[config.mk]
export PLATFORM = sky130hd
export DESIGN_NAME = turf_nibble_deframer
export DESIGN_NICKNAME = d
export VERILOG_FILES = /design/src/rtl/turf_link_pkg.sv /design/src/rtl/sat_event_counter.sv /design/src/rtl/turf_nibble_deframer.sv
export SDC_FILE = /design/constraint.sdc
export NUM_CORES = 1
export LEC_CHECK = 0
export CAP_MARGIN = 20
export CORE_MARGIN = 8
export CORE_UTILIZATION = 25
export DETAILED_ROUTE_END_ITERATION = 16
export PLACE_DENSITY = 0.53
export RECOVER_POWER = 50
export SYNTH_ARGS = -nofsm -noshare
export SYNTH_HDL_FRONTEND = slang
export SYNTH_HIERARCHICAL = 1
export SYNTH_SLANG_ARGS = --single-unit
[constraint.sdc]
create_clock -name sysclk_i -period 3.6 [get_ports sysclk_i]
set_input_delay 0.9 -clock sysclk_i [delete_from_list [all_inputs] [get_ports sysclk_i]]
set_output_delay 0.9 -clock sysclk_i [all_outputs]
set_load 0.05 [all_outputs]
[src/rtl/turf_link_pkg.sv]
// Shared types and constants for the TURF link receive path.
package turf_link_pkg;

  typedef enum logic [1:0] {
    HUNT,
    LOCKING,
    LOCKED
  } deframe_state_t;

  localparam logic [31:0] TURF_TRAIN_PATTERN = 32'hA55A6996;
  localparam int          NIBBLES_PER_WORD   = 8;

endpackage

[src/rtl/sat_event_counter.sv]
// Saturating event counter; a coincident increment and clear restarts the count at 1.
module sat_event_counter #(
  parameter int WIDTH = 16
) (
  input  logic             sysclk_i,
  input  logic             rst_i,
  input  logic             inc,
  input  logic             clr,
  output logic [WIDTH-1:0] count
);

  // NOTE: flops use non-blocking assignment so every register sees pre-edge values.
  always_ff @(posedge sysclk_i or posedge rst_i) begin
    if (rst_i) begin
      count <= '0;
    end else if (inc && clr) begin
      count <= WIDTH'(1);
    end else if (inc) begin
      if (count != '1) count <= count + 1'b1;
    end else if (clr) begin
      count <= '0;
    end
  end

endmodule

[src/rtl/turf_nibble_deframer.sv]
// Aligns the 4-bit sysclk nibble stream to 32-bit words using a repeating training word
// and emits the non-training words; capture errors are counted and force a re-hunt.
module turf_nibble_deframer
  import turf_link_pkg::*;
#(
  parameter logic [31:0] TRAIN_PATTERN = TURF_TRAIN_PATTERN,
  parameter int          LOCK_COUNT    = 16,
  parameter int          ERR_CNT_W     = 16
) (
  input  logic                 sysclk_i,
  input  logic                 rst_i,
  input  logic [3:0]           data_i,
  input  logic                 capture_err_i,
  input  logic                 relock_i,
  input  logic                 err_clr_i,
  output logic [31:0]          word_o,
  output logic                 word_valid_o,
  output logic                 locked_o,
  output logic [ERR_CNT_W-1:0] err_count_o
);

  localparam int                  PHASE_W     = $clog2(NIBBLES_PER_WORD);
  localparam logic [PHASE_W-1:0]  LAST_PHASE  = PHASE_W'(NIBBLES_PER_WORD - 1);
  localparam logic [7:0]          LOCK_TARGET = 8'(LOCK_COUNT);

  deframe_state_t     state, state_next;
  logic [31:0]        sr;
  logic [PHASE_W-1:0] phase;
  logic [7:0]         match_cnt, match_cnt_next;
  logic               match, boundary, force_hunt, realign, emit;

  assign match      = (sr == TRAIN_PATTERN);
  assign boundary   = (phase == LAST_PHASE);
  assign force_hunt = capture_err_i | relock_i;

  always_ff @(posedge sysclk_i or posedge rst_i) begin
    if (rst_i) state <= HUNT;
    else       state <= state_next;
  end

  // NOTE: defaults first so every path assigns every output (no inferred latches).
  always_comb begin
    state_next     = state;
    match_cnt_next = match_cnt;
    realign        = 1'b0;
    if (force_hunt) begin
      state_next     = HUNT;
      match_cnt_next = '0;
    end else begin
      unique case (state)
        HUNT: begin
          if (match) begin
            realign        = 1'b1;
            match_cnt_next = 8'd1;
            state_next     = (LOCK_COUNT == 1) ? LOCKED : LOCKING;
          end
        end
        LOCKING: begin
          if (boundary) begin
            if (match) begin
              match_cnt_next = match_cnt + 8'd1;
              if (match_cnt_next == LOCK_TARGET) state_next = LOCKED;
            end else begin
              state_next     = HUNT;
              match_cnt_next = '0;
            end
          end
        end
        LOCKED: ;
        default: begin
          state_next     = HUNT;
          match_cnt_next = '0;
        end
      endcase
    end
  end

  // Training words at a boundary are idle fill; a capture error kills that cycle's word.
  always_comb begin
    emit = 1'b0;
    if (state == LOCKED && boundary && !match && !capture_err_i) emit = 1'b1;
  end

  always_ff @(posedge sysclk_i or posedge rst_i) begin
    if (rst_i) begin
      sr           <= '0;
      phase        <= '0;
      match_cnt    <= '0;
      word_o       <= '0;
      word_valid_o <= 1'b0;
      locked_o     <= 1'b0;
    end else begin
      sr           <= {sr[27:0], data_i};
      phase        <= realign ? '0 : phase + 1'b1;
      match_cnt    <= match_cnt_next;
      word_valid_o <= emit;
      locked_o     <= (state_next == LOCKED);
      if (emit) word_o <= sr;
    end
  end

  sat_event_counter #(
    .WIDTH (ERR_CNT_W)
  ) u_err_counter (
    .sysclk_i (sysclk_i),
    .rst_i    (rst_i),
    .inc      (capture_err_i),
    .clr      (err_clr_i),
    .count    (err_count_o)
  );

endmodule
==> results.md <==
* Status: complete, but fails checks
* Violated checks: max-capacitance violations, max-slew violations
* Final setup TNS at 0 ps
* Seq/Total Area, Yosys at 0.619
* FF-to-FF setup slack at around 860 ps
* Avg Cell Area, Syn at between 10 and 15 µm²
* Async set-or-reset flop fraction in the synthesized netlist at 1.00
* Clock sink total at between 90 and 100
* Clock buffer depth at 2
* CTS tree: yes
* Syn Inst Count at approximately 290
* Pwr dens at between 400 and 500 nW/µm²
* Hold path cells at 0
* Largest net degree at the start of global routing at 48
* CP Data Arrival Time at 2970 ps
* Clk_lat worst skew at ~340 ps
* Post-route DRC at 0
* H-tree depth at 3
* Combinational family with the most area after synthesis: simple AND/OR/NAND/NOR gates
* Effective utilization at floorplan at 0.254
* Final setup fails at 0
* Drt initial violations at between 150 and 200
* Hold Path Class: reg -> reg
* Post-Synth Simple-Gate Area at 0.159
* Layout cell share with drive strength beyond 1 at 0.187
* Clock network fraction of design power at 0.429
* Post-DP HPWL at approximately 5700 µm
* Total gr overflow at 0
* Worst-path cell chain: nor4bb_1 -> nand4_1 -> or4_1 -> nand3_2 -> buf_4 -> mux2_2
* Crit path capture type: register
* Root Buffer: clkbuf_16
* Synth Register Bits at 95
* Critical Path Sink: word_o[17]$_DFFE_PP0P_
* FF-to-FF Start: sr[25]$_DFF_PP0_
* Diode count at 0
* Max_cap viols at 1
* RSZ-0062 raised after global routing: false
* Sequential share of power at 0.529
* Area growth syn-to-layout at 27.6%
* Largest stage delay, worst path at 730 ps
* Final slew viol count at 33
* Critical-path top delay cell: or4_1
* WS Path Type: reg -> reg
* Total routed wirelength at 8160 µm
* Actual slew at the worst max-slew pin at between 1500 and 2000 ps
* Reg2reg end: word_o[17]$_DFFE_PP0P_
* Vias in the first global route at 2767
* CP startpoint kind: register
* Synth Flop Type: dfrtp_1
* GP Congestion at ~0.75
* Switching share of total power at 0.231
* Worst Path Required at ~3800 ps
* Crit path from: sr[25]$_DFF_PP0_
* Psw at just under 0.5 mW
* Fin crit period at 2740 ps
* Crit path max fanout at 33
* Vias per std cell at 4.67
* Rows at 45
* Avg WL per Cell at roughly 15 µm
* Tcrit/Tclk final at 0.762
* Maximum vdd drop at approximately 0.00017 V
* Comb pwr share at 0.041
* Synthesized area at about 3800 µm²
* Commonest non-fill, non-tap cell in the layout: dfrtp_1
* Die ar. at between 15000 and 20000 µm²
* # hold bufs at CTS at 0
* Post_cts resized at 0
* Core ar. at approximately 15000 µm²
* Slew HR at -0.0359
* Library cells used by synthesis at 52
* Final Power at approximately 2.1 mW
* Via count at between 2000 and 3000
* I/O pin count at 59
* Internal at 1.63 mW
* Initial antenna violation count at 0
* Die H at around 140 µm
* XOR/XNOR Fraction of Synth Area at 0.00228
* Synthesized net count at 305
* Initial DRT Pass Iterations at 4
* Adder-Cell Fraction of Synth Area at 0.0130
* NumNets Final at approximately 370
* Leakage power at between 2 and 2.5 nW
* Reg2reg path depth at 6
* Clock slew at reported path FFs at 60 ps
* Commonest cells after routing, fill and taps aside: dfrtp_1, clkdlybuf4s50_1, mux2_2
* FMAX at ~0.36 GHz
* First-pass GRT wire length at between 10000 and 15000 µm
* Compound-gate portion of the synthesized area at 0.0844
* Post-synthesis mux area share at 0.0965
* Post-CTS Setup Inserts at 0
* CTS buffer count at 9
* EDFF count, synth at 0
* Final ANT Viol Nets at 0
* PortBufs at 58
* Clock Skews at between 7 and 8 ps
* Die Span X at 140 µm
* Yosys warns at 6
* Final hold viol count at 0
* Total Routing Usage GR at 0.0889
==> Yosys cell counts (all sizes together) (2+ instances only) <==
cell     n  area share
or3      5      0.0085
mux2    32       0.094
o21ai    5      0.0065
and2     2      0.0033
nor2    15       0.015
a211oi   2      0.0039
a22o     2      0.0052
a21boi   3      0.0059
or4      7       0.014
o31ai    4      0.0078
a211o    3      0.0075
o41ai    2      0.0046
ha       4       0.013
and4bb   4       0.013
nand2   10      0.0098
nand4    6      0.0098
nor2b    3      0.0049
buf      7       0.014
a21oi   14       0.018
nand2b   6      0.0098
a221o    2      0.0052
nand4b   2      0.0046
and4     3      0.0078
nor3    12       0.016
nor4     3      0.0088
inv      8      0.0078
nand3   12       0.018
dfrtp   95        0.62
and3     3      0.0049
==> state kept, by name, indices dropped and copies added, names as in the netlist <==
name	count
sr	32
word_o	32
u_err_counter/count	16
match_cnt	8
phase	3
state	2
locked_o	1
word_valid_o	1
==> routing by layer <==
layer  vias to the layer above  GRT usage  wire [µm]
li1                       1205          -          -
met1                      1290      0.103       3680
met2                        49      0.146       3990
met3                        12     0.0296        366
met4                         0     0.0417        129
met5                         -          0          0
==> metrics by stage <==
stage / hold slack (ps) / setup slack, ps / cell area, µm² / util / instances
2_1_floorplan: 362 / 677 / 3840 / - / 292
3_3_place_gp: 378 / 734 / 4620 / 0.306 / 531
3_5_place_dp: 378 / 693 / 4620 / 0.306 / 531
4_1_cts: 396 / 795 / 4900 / 0.325 / 547
5_1_grt: 401 / 658 / 4900 / 0.325 / 547
6_report: 394 / 857 / 4900 / 0.325 / 547
==> logic make-up (layout without fill, tap and decap cells) <==
| kind of cell | Yosys count | count (layout) |
|---|---|---|
| and+or+nand+nor | 98 | 98 |
| DFF | 95 | 95 |
| AOI/OAI and AO/OA | 44 | 44 |
| muxes | 33 | 33 |
| buffers and inverters | 17 | 84 |
| adders and majority gates | 4 | 4 |
| xor gates and xnor gates | 1 | 1 |
==> layout make-up <==
type	instances	area [µm²]
clock inverter	5	38.8
tap	188	235
fill	1508	10200
timing repair buffer	60	608
multi-input combinational	180	1360
clock buffer	11	243
sequential	95	2380
inverter	8	31.3
==> power by group through the flow <==
| stage | combinational, mW | clock, mW | sequential, mW |
|---|---|---|---|
| after floorplan | 0.0505 | 0 | 1.14 |
| after global placement | 0.0894 | 0 | 1.14 |
| after detailed placement | 0.0917 | 0 | 1.14 |
| after CTS | 0.0925 | 0.952 | 1.12 |
| after global routing | 0.101 | 0.989 | 1.13 |
| final | 0.0878 | 0.909 | 1.12 |
==> worst min-delay path by stage <==
stage / from / endpoint / slack (ps)
2_1_floorplan: sr[0]$_DFF_PP0_ / sr[4]$_DFF_PP0_ / 360
3_3_place_gp: sr[0]$_DFF_PP0_ / sr[4]$_DFF_PP0_ / 380
3_5_place_dp: sr[4]$_DFF_PP0_ / sr[8]$_DFF_PP0_ / 380
4_1_cts: sr[4]$_DFF_PP0_ / sr[8]$_DFF_PP0_ / 400
5_1_grt: sr[4]$_DFF_PP0_ / sr[8]$_DFF_PP0_ / 400
6_report: sr[0]$_DFF_PP0_ / sr[4]$_DFF_PP0_ / 390
==> critical path, delay by kind of cell, from the launching register on <==
family                 cells  cell delay (ps)
flip-flops                 1              390
multiplexers               1              390
buffers and inverters      1              400
AND/OR/NAND/NOR            4             1420
No activity file was read; power rests on OpenSTA's default activity.
